<file path="config.mk">
export PLATFORM = sky130hd
export DESIGN_NAME = trace_sequencer
export DESIGN_NICKNAME = d
export VERILOG_FILES = /design/src/rtl/trace_sequencer.sv
export SDC_FILE = /design/constraint.sdc
export NUM_CORES = 1
export LEC_CHECK = 0
export BUFFER_PORTS_ARGS = -buffer_cell sky130_fd_sc_hd__buf_2
export CORE_AREA = 5 5 584 586
export DETAILED_ROUTE_END_ITERATION = 10
export DIE_AREA = 0 0 589 591
export SYNTH_ARGS = -nofsm -noshare
export SYNTH_HDL_FRONTEND = slang
export SYNTH_SLANG_ARGS = --single-unit
export TNS_END_PERCENT = 5
</file>
<file path="constraint.sdc">
create_clock -name clk -period 7 [get_ports clk]
set_input_delay 1.05 -clock clk [delete_from_list [all_inputs] [get_ports clk]]
set_output_delay 1.05 -clock clk [all_outputs]
set_load 0.01 [all_outputs]
</file>
<file path="src/rtl/trace_sequencer.sv">
// trace_sequencer
// Walks an execution trace through the combinational single-step verifier
// core. Each accepted step is registered onto core_step, the core gets one
// cycle to settle, and its predicted post-state is then compared with the
// register state carried by the next step of the trace.
//
// Ports:
//   clk, rst_n     clock, asynchronous active-low reset
//   start          one-cycle pulse; begins or restarts a trace check
//   step_valid     trace step available on step_data/step_last
//   step_data      560-bit trace step (instr, 10 regs, two hint fields)
//   step_last      marks step_data as the final step of the trace
//   step_ready     sequencer accepts a step this cycle (registered)
//   core_step      registered step presented to the verifier core
//   core_regs      core post-state {eflags..eax}, eax at [31:0]
//   busy/done/pass check status; done is sticky until start/reset
//   fail_index     index of the step whose pre-state mismatched
//   fail_mask      per-register mismatch bits, CHECK_MASK order
//   steps_checked  transitions verified so far
module trace_sequencer #(
  parameter logic [9:0] CHECK_MASK = 10'h2FF,
  parameter int         CNT_W      = 32
) (
  input  logic             clk,
  input  logic             rst_n,
  input  logic             start,
  input  logic             step_valid,
  input  logic [559:0]     step_data,
  input  logic             step_last,
  output logic             step_ready,
  output logic [559:0]     core_step,
  input  logic [319:0]     core_regs,
  output logic             busy,
  output logic             done,
  output logic             pass,
  output logic [CNT_W-1:0] fail_index,
  output logic [9:0]       fail_mask,
  output logic [CNT_W-1:0] steps_checked
);

  typedef enum logic [2:0] {
    S_IDLE,
    S_FIRST,
    S_EXEC,
    S_NEXT,
    S_DONE
  } state_t;

  state_t             state;
  logic [CNT_W-1:0]   cur_idx;
  logic               last_q;
  logic [319:0]       expected;
  logic [9:0]         mism;
  logic               xfer;

  // step_ready is itself registered, so the transfer term has no
  // combinational dependence of ready on valid.
  assign xfer = step_valid && step_ready;

  // Register fields in step_data start at bit 96 and follow the same order
  // as core_regs, so field i of the step lines up with word i of expected.
  always_comb begin
    mism = '0;
    for (int i = 0; i < 10; i++) begin
      mism[i] = CHECK_MASK[i] && (step_data[96 + 32*i +: 32] != expected[32*i +: 32]);
    end
  end

  always_ff @(posedge clk or negedge rst_n) begin
    if (!rst_n) begin
      state         <= S_IDLE;
      step_ready    <= 1'b0;
      core_step     <= '0;
      busy          <= 1'b0;
      done          <= 1'b0;
      pass          <= 1'b0;
      fail_index    <= '0;
      fail_mask     <= '0;
      steps_checked <= '0;
      cur_idx       <= '0;
      last_q        <= 1'b0;
      expected      <= '0;
    end else if (start) begin
      // start wins over any coincident transfer; core_step is left alone
      // because it is only meaningful once FIRST accepts a new step.
      state         <= S_FIRST;
      step_ready    <= 1'b1;
      busy          <= 1'b1;
      done          <= 1'b0;
      pass          <= 1'b0;
      fail_index    <= '0;
      fail_mask     <= '0;
      steps_checked <= '0;
      cur_idx       <= '0;
      last_q        <= 1'b0;
    end else begin
      case (state)
        S_IDLE: begin
          step_ready <= 1'b0;
        end
        S_FIRST: begin
          if (xfer) begin
            core_step  <= step_data;
            cur_idx    <= '0;
            last_q     <= step_last;
            step_ready <= 1'b0;
            state      <= S_EXEC;
          end
        end
        S_EXEC: begin
          // The core is purely combinational from core_step; one cycle is
          // enough for it to settle before its prediction is captured.
          expected <= core_regs;
          if (last_q) begin
            busy  <= 1'b0;
            done  <= 1'b1;
            pass  <= 1'b1;
            state <= S_DONE;
          end else begin
            step_ready <= 1'b1;
            state      <= S_NEXT;
          end
        end
        S_NEXT: begin
          if (xfer) begin
            step_ready <= 1'b0;
            if (mism != '0) begin
              fail_mask  <= mism;
              fail_index <= cur_idx + CNT_W'(1);
              busy       <= 1'b0;
              done       <= 1'b1;
              pass       <= 1'b0;
              state      <= S_DONE;
            end else begin
              steps_checked <= steps_checked + CNT_W'(1);
              core_step     <= step_data;
              cur_idx       <= cur_idx + CNT_W'(1);
              last_q        <= step_last;
              state         <= S_EXEC;
            end
          end
        end
        S_DONE: begin
          step_ready <= 1'b0;
        end
        default: begin
          step_ready <= 1'b0;
          state      <= S_IDLE;
        end
      endcase
    end
  end

endmodule

</file>
# == Word-level counts from Yosys, hierarchy flattened ==
# Index checks and enable logic that the tools add are counted.
# W data, S select, Z words.
# op_classes
n_mux,48
eq_ne,25
n_reduce_logical,19
n_bitwise,1
addsub,2
# op_table
operator,n
$mux W560,3
$pmux W560 S2,1
$mux W32,12
$ne A32 B32 Y1,9
$add A32 B1 Y32 const B,2
$pmux W32 S2,1
$mux W10,4
$ne A3 B3 Y1 const B,6
$mux W1,16
$mux W3,5
$pmux W3 S4,1
$pmux W1 S2,5
$reduce_bool A10 Y1,1
$reduce_and A3 Y1,3
$ne A2 B2 Y1 const B,4
$reduce_and A4 Y1,2
$reduce_bool A2 Y1,4
$eq A3 B2 Y1 const B,2
$reduce_bool A3 Y1,2
$reduce_and A5 Y1,1
$reduce_and A2 Y1,2
$reduce_or A2 Y1,2
$eq A3 B1 Y1 const B,1
$eq A3 B3 Y1 const B,1
other kinds (5),5
# totals
wordCells,107
reg_bits,994

# == Logic depth before layout (Yosys ltp) ==
# Gate-level depths: netlist of the first run.
# depth
depth_word,6
mapped_depth,11
mapped_depth_nobuf,9

# == Worst setup path before layout of the first run ==
# OpenSTA, ideal clock, no wires.
# synth_timing
kind,input to register
startpoint,input port step_data[406]
endpoint,register core_step[124]
cell_stages,11
setup_time_ns,0.127
setup_slack_ns,3.603
arrival_ns,3.269
required_ns,6.873
cell_sequence,xor2_1 nor4_1 nand4_1 nor4_1 and4_1 a21boi_2 nor4_2 buf_4 buf_6 buf_6 mux2_1
# synth_via
elab_chain_cells,4
# synth_lines
item,line_no,rtl
"start, declared",28,"input logic [559:0] step_data,"
$ne A32 B32 Y1,65,mism[i] = CHECK_MASK[i] && (step_data[96 + 32*i +: 32] != expected[32*i +: 32]);
$reduce_bool A10 Y1,127,if (mism != '0) begin
$ne A2 B2 Y1 (no source line),--,
$reduce_and A5 Y1 (no source line),--,
"end signal, assigned",103,core_step <= step_data;
"end signal, assigned",136,core_step <= step_data;
"end, declared",31,"output logic [559:0] core_step,"
# Every way passes these cells.
# A chain may end at the register's enable or synchronous reset.

# == Worst setup path in the final report of the first run ==
# layout_timing
startpoint,register expected[70]
endpoint,register core_step[467]
# layout_via
elab_chain_cells,4
# layout_lines
item,line_no,rtl
"start, declared",52,logic [319:0] expected;
"start signal, assigned",113,expected <= core_regs;
$ne A32 B32 Y1,65,
$reduce_bool A10 Y1,127,
$ne A2 B2 Y1 (no source line),--,
$reduce_and A5 Y1 (no source line),--,
# Every way passes these cells.

==> metrics.cfg, run 1 <==
[power_and_ir_drop]
p_comb_frac = 0.284
cellLeakagePower_nw = 25.9
totalPowerFinal_mw = 21.0
switchingPower_mw = 7.21
clkPwrFrac = 0.316
p_sw_frac = 0.343
ir_drop_mv = 0.245
powerDensity_mw_per_mm2 = 364
p_int_mw = 13.8
power.share.sequential = 0.400

[clocking]
cts_resized = 0
postCtsSetupBuffers = 0
clock_sinks = 961
cts_tree = done
clk_pin_slew_ns = 0.07
insertion_delay_ns = 0.90
cts.hold.buffers_added = 0
cts_made_buffers = 122
htree_num_levels = 3
cts_buffer_depth = 4
cts_root_buf = clkbuf_16

[logic_synthesis]
synth_warnings = 0
synth_cell_types = 51
syn_area_per_cell_sq_um = 14.4
synth_xor_area_frac = 0.0696
synth_top_family_by_area = multiplexers
synth_fa_ha_area_frac = 0.000620
postSynthRegisterBits = 961
yosys-mux-area-fraction = 0.237
syn_nets = 3699
synthArstFlopShare = 1.00
synthesis.area_sq_mm = 0.0404
synth_simple_gate_area_frac = 0.0468
yosysSeqAreaShare = 0.595
syn-instance-count = 2812
synth-edff-count = 0
yosys_most_used_dff = dfrtp_1
synth_compound_area_frac = 0.0287

[setup_path]
slowest_delay_ns = 0.79
critPathKind = reg2reg
worst-r2r-cell-count = 11
ff2ff_setup_slack_ns = 2.00
r2r_end = core_step[467]
crit_chain = xor2_1 -> nor4_1 -> nand4_1 -> nor2_2 -> and3_1 -> buf_4 -> a21boi_2 -> nor4_4 -> buf_12 -> buf_12 -> mux2_2
end_kind = flop
cp_data_required_time_ns = 7.64
startpoint_type = flop
cp_max_fo = 67
r2r_start = expected[70]
critical_path.top_delay_family = simple AND/OR/NAND/NOR gates
worstPathArrival_ns = 5.65
crit_path_top_delay_cell = nor2_2
crit_top_cell = buf_12
worst-path-buf-inv = 3

[routing]
first_pass_iters = 5
dr_total_vias = 31500
wirelength_um = 258000
wire_per_inst_um = 28.9
via_per_inst = 3.54
drcViolationCount = 0
ant_nets = 0
drt_iter0_drc = 1853

[global_routing]
grt_max_degree = 141
grt-ovfl-total = 0
grt_first_pass_wirelength_um = 326000
grt_pass1_vias = 31500
track_usage = 0.142
antenna_found_initial = 275

[layout]
area_growth_pct = 42.8
finalNonFillerCells = 8912
layout_commonest_cell = buf_2
drive_gt1_frac = 0.525
mostFrequentLayoutCells = buf_2 (1,487), dfrtp_1 (961), mux2_2 (560)
finalNetCount = 5244
finish.instance_area_sq_mm = 0.0577

[floorplan]
die_area_sq_mm = 0.348
placeableCoreArea_sq_mm = 0.335
initial_core_util = 0.120
io_pins = 1523
rows = 213
die_x_um = 589
die_h_um = 591

[status]
status = complete, no violations

[sta]
fin_setup_tns_ns = 0
rsz0062_at_grt = no
hold_ws_ns = 0.185
slew_headroom = 0.247
finalHoldViolations = 0
timing.final.crit_share = 0.715
period_needed_ns = 5.00
skew_ns = 0.148
worst_pin_slew_ns = 1.13
finalMaxSlewViolations = 0
max_freq_mhz = 200
setup_violations = 0

[placement]
dp.cells = 8640
port_buffers = 1489
place_congestion = 0.895
dp_hpwl_um = 222000
placed_cell_area_sq_mm = 0.0534

[hold_path]
min_path_type = in2async

[run]
cap_violations = 0

-- cell type report --
type	count	area (sq um)
Sequential cell	961	24000
Clock buffer	172	3560
Tap cell	4407	5510
Multi-Input combinational cell	1699	15500
Timing Repair Buffer	1558	8220
Inverter	15	56.3
Antenna cell	59	148
Fill cell	37100	278000
Clock inverter	41	587
-- synthesized netlist by cell type, types with 2 or more instances --
master | count | area, sq um
nor3_1 | 4 | 20.0
or4_1 | 7 | 52.6
clkbuf_1 | 71 | 267
mux2_2 | 560 | 6310
or2_2 | 4 | 25.0
xor2_1 | 298 | 2610
buf_4 | 2 | 15.0
dfrtp_1 | 961 | 24000
nand3_1 | 25 | 125
a211oi_1 | 29 | 218
buf_2 | 32 | 160
nand3b_1 | 3 | 22.5
a32o_1 | 2 | 20.0
inv_1 | 15 | 56.3
a21oi_1 | 27 | 135
and2_1 | 11 | 68.8
a311oi_1 | 11 | 96.3
a21bo_2 | 4 | 40.0
nand2b_1 | 8 | 50.1
buf_6 | 32 | 360
o21a_1 | 2 | 15.0
nand2_1 | 39 | 146
a31oi_1 | 3 | 18.8
mux2_1 | 289 | 3250
o21ai_0 | 31 | 155
and3_1 | 8 | 50.1
nor4_1 | 83 | 519
or3_1 | 10 | 62.6
and4_1 | 6 | 52.6
mux2i_1 | 3 | 30.0
o32ai_1 | 2 | 17.5
ha_1 | 2 | 25.0
o31ai_1 | 18 | 135
o211ai_1 | 25 | 188
o311ai_0 | 3 | 26.3
nand4_1 | 36 | 225
nor4_2 | 3 | 37.5
o41ai_1 | 4 | 35.0
nor2_1 | 105 | 394
xnor2_1 | 23 | 201
-- kinds of logic after synthesis --
logic type / count (synthesis)
and+or+nand+nor: 355
other: 1
adders and majority gates: 2
buffers and inverters: 152
muxes: 852
DFF: 961
xor gates and xnor gates: 321
AOI/OAI and AO/OA: 168
-- worst max path at each step --
stage / startpoint / endpoint / depth (start not counted)
after floorplan: step_data[406] / core_step[124] / 11
after global placement: step_data[188] / core_step[529] / 12
after detailed placement: step_data[188] / core_step[552] / 12
after CTS: expected[316] / core_step[456] / 13
after global routing: expected[70] / cur_idx[10] / 9
final: expected[70] / core_step[467] / 11
-- state kept, by name, indices dropped and copies added, names as in the netlist --
| signal | flops |
|---|---|
| fail_mask | 9 |
| done | 1 |
| last_q | 1 |
| state | 3 |
| steps_checked | 32 |
| fail_index | 32 |
| step_ready | 1 |
| cur_idx | 32 |
| pass | 1 |
| core_step | 560 |
| busy | 1 |
| expected | 288 |
-- power groups by stage --
stage	Sequential, mW	Clock (mW)	Combinational [mW]
global placement	8.41	0	6.14
global route	8.63	7.06	6.46
CTS	8.41	6.88	6.20
detailed placement	8.49	0	6.17
floorplan	8.85	0	2.12
finish	8.41	6.63	5.97
-- worst register-to-register path: stages, from the launching register on --
cell and delay, ns:
dfrtp_1 0.39, xor2_1 0.18, nor4_1 0.66, nand4_1 0.19, nor2_2 0.79, and3_1 0.31, buf_4 0.25, a21boi_2 0.23
nor4_4 0.56, buf_12 0.31, buf_12 0.42, mux2_2 0.52
-- routing by layer --
layer | vias to the layer above | GRT usage | share of wire
li1 | 13200 | - | -
met1 | 15800 | 0.163 | 0.38
met2 | 1804 | 0.226 | 0.45
met3 | 579 | 0.0771 | 0.13
met4 | 108 | 0.0415 | 0.036
met5 | - | 0.00514 | 0.0029
-- through the flow --
stage	setup WS (ns)	utilization
2_1_floorplan	3.60	-
3_3_place_gp	1.07	0.159
3_5_place_dp	1.08	0.159
4_1_cts	1.84	0.172
5_1_grt	1.74	0.172
6_report	2.00	0.172
No activity file was read; power rests on OpenSTA's default activity.
==> run 2: changes to the inputs <==
--- a/config.mk
+++ b/config.mk
@@ -6,9 +6,9 @@
 export NUM_CORES = 1
 export LEC_CHECK = 0
 export BUFFER_PORTS_ARGS = -buffer_cell sky130_fd_sc_hd__buf_2
-export CORE_AREA = 5 5 584 586
+export CORE_AREA = 5 5 598 600
 export DETAILED_ROUTE_END_ITERATION = 10
-export DIE_AREA = 0 0 589 591
+export DIE_AREA = 0 0 603 605
 export SYNTH_ARGS = -nofsm -noshare
 export SYNTH_HDL_FRONTEND = slang
 export SYNTH_SLANG_ARGS = --single-unit
==> constraint.sdc (replaced) <==
create_clock -name clk -period 4.6 [get_ports clk]
set_input_delay 0.69 -clock clk [delete_from_list [all_inputs] [get_ports clk]]
set_output_delay 0.69 -clock clk [all_outputs]
set_load 0.01 [all_outputs]
==> metrics.cfg, run 2 (synthesized netlist as in run 1, its figures left out) <==
[status]
status = complete, no violations  ; unchanged

[sta]
period_needed_ns = 3.99
skew_ns = 0.0852  ; was 0.148 ns
setup_violations = 0  ; unchanged
finalHoldViolations = 0  ; unchanged
finalMaxSlewViolations = 0  ; unchanged
slew_headroom = 0.337  ; was 0.247
worst_pin_slew_ns = 0.994  ; was 1.13 ns
postLayoutSetupSlackWorst_ns = 0.612  ; was 2.00 ns
max_freq_mhz = 251
hold_ws_ns = 0.0910  ; was 0.185 ns
fin_setup_tns_ns = 0  ; unchanged
rsz0062_at_grt = no  ; unchanged
timing.final.crit_share = 0.867

[setup_path]
slowest_delay_ns = 0.56  ; was 0.79 ns
cp_max_fo = 27  ; was 67
crit_chain = dlygate4sd3_1 -> buf_2 -> xor2_1 -> nor4_1 -> nand4_1 -> buf_4 -> nor4_1 -> and4_1 -> a21boi_2 -> nor4_4 -> buf_12 -> buf_12 -> buf_12 -> mux2_2  ; was xor2_1 -> nor4_1 -> nand4_1 -> nor2_2 -> and3_1 -> buf_4 -> a21boi_2 -> nor4_4 -> buf_12 -> buf_12 -> mux2_2
end_kind = flop  ; unchanged
crit_top_cell = buf_12  ; unchanged
critical_path.top_delay_family = simple AND/OR/NAND/NOR gates  ; unchanged
critPathKind = in2reg  ; was reg2reg
worstPathArrival_ns = 4.69  ; was 5.65 ns
worst-path-buf-inv = 6  ; was 3
startpoint_type = input pin  ; was flop
crit_path_top_delay_cell = nor4_1  ; was nor2_2
cp_data_required_time_ns = 5.30  ; was 7.64 ns

[power_and_ir_drop]
p_sw_frac = 0.352  ; was 0.343
cellLeakagePower_nw = 28.3  ; was 25.9 nW
switchingPower_mw = 11.6  ; was 7.21 mW
ir_drop_mv = 0.352  ; was 0.245 mV
power.share.sequential = 0.394  ; was 0.400
powerDensity_mw_per_mm2 = 518  ; was 364 mW/mm^2
p_int_mw = 21.3  ; was 13.8 mW
totalPowerFinal_mw = 32.9  ; was 21.0 mW
p_comb_frac = 0.297  ; was 0.284
clkPwrFrac = 0.310  ; was 0.316

[routing]
first_pass_iters = 5  ; unchanged
drcViolationCount = 0  ; unchanged
drt_iter0_drc = 2211  ; was 1,853
wire_per_inst_um = 28.4  ; was 28.9 um
ant_nets = 0  ; unchanged
via_per_inst = 3.46  ; was 3.54
dr_total_vias = 33600  ; was 31.5k
wirelength_um = 275000  ; was 258,000 um

[clocking]
postCtsSetupBuffers = 0  ; unchanged
clk_pin_slew_ns = 0.06  ; was 0.07 ns
cts_root_buf = clkbuf_16  ; unchanged
cts_tree = done  ; unchanged
htree_num_levels = 3  ; unchanged
clock_sinks = 961  ; unchanged
insertion_delay_ns = 0.90  ; about the same
cts_buffer_depth = 4  ; unchanged
cts_made_buffers = 122  ; unchanged

[layout]
finalNetCount = 5789  ; was 5,244
drive_gt1_frac = 0.481  ; was 0.525
postLayoutCoreUtil = 0.181  ; was 0.172
finish.instance_area_sq_mm = 0.0636  ; was 0.0577 sq mm
top_regs = core_step x560, expected x288  ; unchanged
largest_reg_flops = 560  ; unchanged
area_growth_pct = 57.5  ; was 42.8%
mostFrequentLayoutCells = buf_2 (1,487), dfrtp_1 (961), mux2_2 (560)  ; unchanged
layout_commonest_cell = buf_2  ; unchanged
fillCellCount = 38500  ; was 37.1k
finalNonFillerCells = 9702  ; was 8,912
top_register = core_step  ; unchanged

[global_routing]
grt_first_pass_wirelength_um = 349000  ; was 326,000 um
grt_max_degree = 109  ; was 141
antenna_found_initial = 249  ; was 275
grt-ovfl-total = 0  ; unchanged
track_usage = 0.145  ; was 0.142
grt_pass1_vias = 34500  ; was 31.5k

[floorplan]
die_x_um = 603  ; was 589 um
placeableCoreArea_sq_mm = 0.352  ; was 0.335 sq mm
rows = 218  ; was 213
io_pins = 1523  ; unchanged
die_h_um = 605  ; was 591 um
die_area_sq_mm = 0.365  ; was 0.348 sq mm
initial_core_util = 0.115  ; was 0.120

[run]
cap_violations = 0  ; unchanged

[placement]
dpl_worst_slack_ns = 0.0740  ; was 1.08 ns
port_buffers = 1489  ; unchanged
place_congestion = 0.927  ; was 0.895
placed_cell_area_sq_mm = 0.0544  ; was 0.0534 sq mm
dp.cells = 8913  ; was 8,640
dp_hpwl_um = 237000  ; was 222,000 um

[hold_path]
min_path_type = in2reg  ; was in2async

run 2: changes by cell type in the layout (fill, tap and decap cells not counted), moves of 5 or more:
cell / change
buf_12: +22
dlygate4sd3_1: +485
buf_4: +38
clkbuf_8: -10
diode_2: +27
clkinv_2: +16
clkbuf_1: -5
run 2: worst reg2reg max path, cell delays in order, from the launching register on:
cell and delay, ns:
dfrtp_1 0.39, xor2_1 0.16, nor4_1 0.56, nand4_1 0.19
buf_4 0.24, nor4_1 0.42, and4_1 0.32, a21boi_2 0.09
nor4_4 0.24, buf_12 0.25, buf_12 0.29, buf_12 0.24
mux2_2 0.35
run 2: power by group through the flow:
stage	sequential [mW]	combinational (mW)	clock, mW
2_1_floorplan	13.5	3.23	0
3_3_place_gp	13.0	9.63	0
3_5_place_dp	13.1	9.69	0
4_1_cts	12.9	10.2	10.6
5_1_grt	13.3	10.5	10.8
6_report	13.0	9.77	10.2
run 2: repair_timing:
| action | in CTS | in global routing |
|---|---|---|
| setup endpoints to repair | 0 | 0 |
| endpoints found under the hold margin | 546 | 0 |
| gates resized for setup | 0 | 0 |
| hold buffers | 485 | 0 |
run 2: worst paths after layout:
path / startpoint / to / slack, ns / depth (start not counted)
worst max-delay path: step_data[144] / core_step[431] / 0.61 / 14
worst min-delay path: step_data[2] / core_step[2] / 0.09 / 2
worst max register to register: expected[48] / core_step[431] / 0.70 / 12
worst min register to register: core_step[336] / core_step[336] / 0.48 / 1
max in group asynchronous: rst_n / core_step[3] / 2.83 / 3
min in group asynchronous: rst_n / core_step[451] / 0.54 / 2
run 2: layout make-up:
cell class | instances | area, sq um | area share
diodes | 86 | 215 | 0.00338
clock buffers | 156 | 3380 | 0.0532
flip-flops and latches | 961 | 24000 | 0.378
repair buffers | 2103 | 13800 | 0.217
inverters | 15 | 56.3 | 0.000885
multi-input cells | 1699 | 15500 | 0.244
clock inverters | 62 | 777 | 0.0122
well taps | 4620 | 5780 | 0.0909
run 2: metal layers:
layer  global-route usage  vias to the layer above  part of all wire  wire (um)
met5                    0                        -            0.0027        747
met4               0.0523                      116             0.044      12000
met3               0.0734                      579              0.12      34000
met2                0.230                     1693              0.45     125000
met1                0.167                    16900              0.38     104000
li1                     -                    14400                 -          -
==> run 3: changes to the inputs <==
--- a/config.mk
+++ b/config.mk
@@ -5,10 +5,12 @@
 export SDC_FILE = /design/constraint.sdc
 export NUM_CORES = 1
 export LEC_CHECK = 0
+export ABC_AREA = 1
 export BUFFER_PORTS_ARGS = -buffer_cell sky130_fd_sc_hd__buf_2
-export CORE_AREA = 5 5 598 600
+export CORE_AREA = 5 5 596 598
 export DETAILED_ROUTE_END_ITERATION = 10
-export DIE_AREA = 0 0 603 605
+export DIE_AREA = 0 0 601 603
+export PLACE_DENSITY = 0.39
 export SYNTH_ARGS = -nofsm -noshare
 export SYNTH_HDL_FRONTEND = slang
 export SYNTH_SLANG_ARGS = --single-unit
==> metrics.cfg, run 3 <==
[hold_path]
min_path_type = in2reg  ; unchanged

[sta]
worst_pin_slew_ns = 0.976  ; was 0.994 ns
slew_headroom = 0.349  ; was 0.337
setup_violations = 0  ; unchanged
finalMaxSlewViolations = 0  ; unchanged
hold_ws_ns = 0.117  ; was 0.0910 ns
timing.final.crit_share = 0.763  ; was 0.867
rsz0062_at_grt = no  ; unchanged
skew_ns = 0.0829  ; was 0.0852 ns
max_freq_mhz = 285  ; was 251 MHz
period_needed_ns = 3.51  ; was 3.99 ns
finalHoldViolations = 0  ; unchanged
fin_setup_tns_ns = 0  ; unchanged

[setup_path]
critPathKind = reg2reg  ; was in2reg
worst-path-buf-inv = 4  ; was 6
cp_max_fo = 144  ; was 27
worstPathArrival_ns = 4.15  ; was 4.69 ns
startpoint_type = flop  ; was input pin
crit_chain = nand2_1 -> nand2_1 -> nor2_1 -> buf_4 -> nand2_1 -> nor2_1 -> nand2_1 -> nor2_2 -> buf_12 -> nand2_1 -> nor2_2 -> nand3_4 -> nand2_4 -> nand3_4 -> buf_12 -> buf_12 -> nand2_1 -> o21ai_1  ; was dlygate4sd3_1 -> buf_2 -> xor2_1 -> nor4_1 -> nand4_1 -> buf_4 -> nor4_1 -> and4_1 -> a21boi_2 -> nor4_4 -> buf_12 -> buf_12 -> buf_12 -> mux2_2
crit_top_cell = nand2_1  ; was buf_12
critical_path.top_delay_family = simple AND/OR/NAND/NOR gates  ; unchanged
end_kind = flop  ; unchanged
slowest_delay_ns = 0.38  ; was 0.56 ns
cp_data_required_time_ns = 5.24  ; was 5.30 ns
crit_path_top_delay_cell = dfrtp_1  ; was nor4_1

[placement]
port_buffers = 1489  ; unchanged
dp_hpwl_um = 218000  ; was 237,000 um
place_congestion = 0.895  ; was 0.927

[logic_synthesis]
syn_nets = 5864  ; was 3,699
synthArstFlopShare = 1.00  ; unchanged
synth_warnings = 0  ; unchanged
synth_fa_ha_area_frac = 0.000574  ; was 0.000620
synth_most_common_cell = nand2_1  ; was dfrtp_1
synth_top_family_by_area = simple AND/OR/NAND/NOR gates  ; was multiplexers
synth_cell_types = 36  ; was 51
synth_compound_area_frac = 0.0975  ; was 0.0287
netlist.area_leader.share = 0.552  ; was 0.595
syn_area_per_cell_sq_um = 8.75  ; was 14.4 sq um
yosysSeqAreaShare = 0.552  ; was 0.595
synth-edff-count = 0  ; unchanged
synth_simple_gate_area_frac = 0.181  ; was 0.0468
synthesis.area_sq_mm = 0.0436  ; was 0.0404 sq mm
postSynthRegisterBits = 961  ; unchanged
yosysTopAreaCell = dfrtp_1  ; unchanged
synth_common_cells = nand2_1 (1,315), dfrtp_1 (961), inv_1 (723), o21ai_1 (383), nor2_1 (373)  ; was dfrtp_1 (961), mux2_2 (560), xor2_1 (298), mux2_1 (289), nor2_1 (105)
yosys-mux-area-fraction = 0.0414  ; was 0.237
syn-instance-count = 4977  ; was 2,812
synth_area_leaders = dfrtp_1 (55%), nand2_1 (11%), inv_1 (6.2%)  ; was dfrtp_1 (60%), mux2_2 (16%), mux2_1 (8.1%)
synth_xor_area_frac = 0.0348  ; was 0.0696
yosys_most_used_dff = dfrtp_1  ; unchanged

[layout]
seq_area_sq_mm = 0.0240  ; unchanged
mostFrequentLayoutCells = buf_2 (1,488), nand2_1 (1,314), dfrtp_1 (961)  ; was buf_2 (1,487), dfrtp_1 (961), mux2_2 (560)
top_register = core_step  ; unchanged
multi_input_area_sq_mm = 0.0155  ; about the same
layout_commonest_cell = buf_2  ; unchanged
largest_reg_flops = 560  ; unchanged
drive_gt1_frac = 0.322  ; was 0.481
top_regs = core_step x560, expected x288  ; unchanged
finalNetCount = 7444  ; was 5,789
area_growth_pct = 43.2  ; was 57.5%
fillCellCount = 39500  ; was 38.5k

[routing]
drt_iter0_drc = 2628  ; was 2,211
ant_nets = 0  ; unchanged
via_per_inst = 3.53  ; was 3.46
wire_per_inst_um = 22.8  ; was 28.4 um
wirelength_um = 260000  ; was 275,000 um
drcViolationCount = 0  ; unchanged
dr_total_vias = 40100  ; was 33.6k
first_pass_iters = 8  ; was 5

[floorplan]
initial_core_util = 0.125  ; was 0.115
die_h_um = 603  ; was 605 um
io_pins = 1523  ; unchanged
die_area_sq_mm = 0.362  ; was 0.365 sq mm
die_x_um = 601  ; was 603 um
rows = 217  ; was 218
placeableCoreArea_sq_mm = 0.349  ; was 0.352 sq mm

[power_and_ir_drop]
switchingPower_mw = 12.5  ; was 11.6 mW
power.share.sequential = 0.384  ; was 0.394
ir_drop_mv = 0.286  ; was 0.352 mV
clkPwrFrac = 0.318  ; was 0.310
p_int_mw = 22.5  ; was 21.3 mW
p_sw_frac = 0.358  ; was 0.352
cellLeakagePower_nw = 32.2  ; was 28.3 nW
p_comb_frac = 0.298  ; was 0.297
powerDensity_mw_per_mm2 = 561  ; was 518 mW/mm^2

[run]
cap_violations = 0  ; unchanged

[clocking]
htree_num_levels = 4  ; was 3
cts_buffer_depth = 4  ; unchanged
cts_made_buffers = 137  ; was 122
insertion_delay_ns = 0.84  ; was 0.90 ns
cts_resized = 0  ; unchanged
clk_pin_slew_ns = 0.05  ; was 0.06 ns
cts.hold.buffers_added = 80  ; was 485
cts_root_buf = clkbuf_16  ; unchanged
postCtsSetupBuffers = 0  ; unchanged
clock_sinks = 961  ; unchanged
cts_tree = done  ; unchanged

[global_routing]
grt-ovfl-total = 0  ; unchanged
grt_max_degree = 145  ; was 109
antenna_found_initial = 203  ; was 249
grt_pass1_vias = 40100  ; was 34.5k
grt_first_pass_wirelength_um = 349000  ; about the same
track_usage = 0.138  ; was 0.145

[status]
status = complete, no violations  ; unchanged

==> run 3: changes by cell type after synthesis, sizes merged, moves of 29 or more <==
cell,delta
a211oi,-29
a21oi,+111
buf,+43
clkbuf,+37
inv,+739
mux2,-689
nand2,+1277
nand3,+90
nor2,+270
nor3,+37
nor4,-80
o21ai,+552
xnor2,+48
xor2,-196
==> run 3: power groups by stage <==
stage	Sequential [mW]	Combinational (mW)	Clock (mW)
6_report	13.4	10.4	11.1
5_1_grt	13.8	11.6	11.9
4_1_cts	13.4	10.9	11.7
3_5_place_dp	13.5	10.8	0
3_3_place_gp	13.5	10.7	0
2_1_floorplan	14.1	4.50	0
==> run 3: logic make-up after synthesis <==
logic type,after synthesis
AND/OR/NAND/NOR,1960
XOR/XNOR,173
other,1
adder cells (fa/ha/maj),2
buffers and inverters,972
AO/OA/AOI/OAI,748
multiplexers,160
flip-flops,961
==> run 3: per-stage QoR <==
step                       util  worst slack, ns  area (sq um)  instances  total power, mW
after global placement    0.162            0.552         56600      10900             24.2
after floorplan               -             2.21         43600       4977             18.6
after detailed placement  0.162            0.530         56600      10900             24.3
after global routing      0.179            0.817         62300      11300             37.3
final                     0.179             1.09         62400      11400             35.0
after CTS                 0.178            0.914         62100      11300             36.0
==> run 3: cell type report <==
type / count / share of cell area
multi-input combinational: 3044 / 0.249
sequential: 961 / 0.385
clock inverter: 52 / 0.0108
clock buffer: 190 / 0.0638
antenna: 115 / 0.00461
tap: 4599 / 0.0922
inverter: 755 / 0.0454
timing repair buffer: 1658 / 0.149
==> run 3: routing by layer <==
metal  track usage  up-vias  share of wire
li1              -    18800              -
met1         0.154    19300           0.38
met2         0.252     1495           0.51
met3        0.0377      516          0.070
met4        0.0428       58          0.041
met5             0        -         0.0014
==> run 3: worst paths after layout <==
check | from | endpoint | slack (ns) | cells after the start
worst max-delay path | expected[290] | core_step[41] | 1.09 | 18
worst min-delay path | core_regs[59] | expected[59] | 0.12 | 2
worst max register to register | expected[290] | core_step[41] | 1.09 | 18
worst min register to register | core_step[466] | core_step[466] | 0.48 | 2
max in group asynchronous | rst_n | expected[244] | 2.88 | 3
min in group asynchronous | rst_n | expected[223] | 0.47 | 2
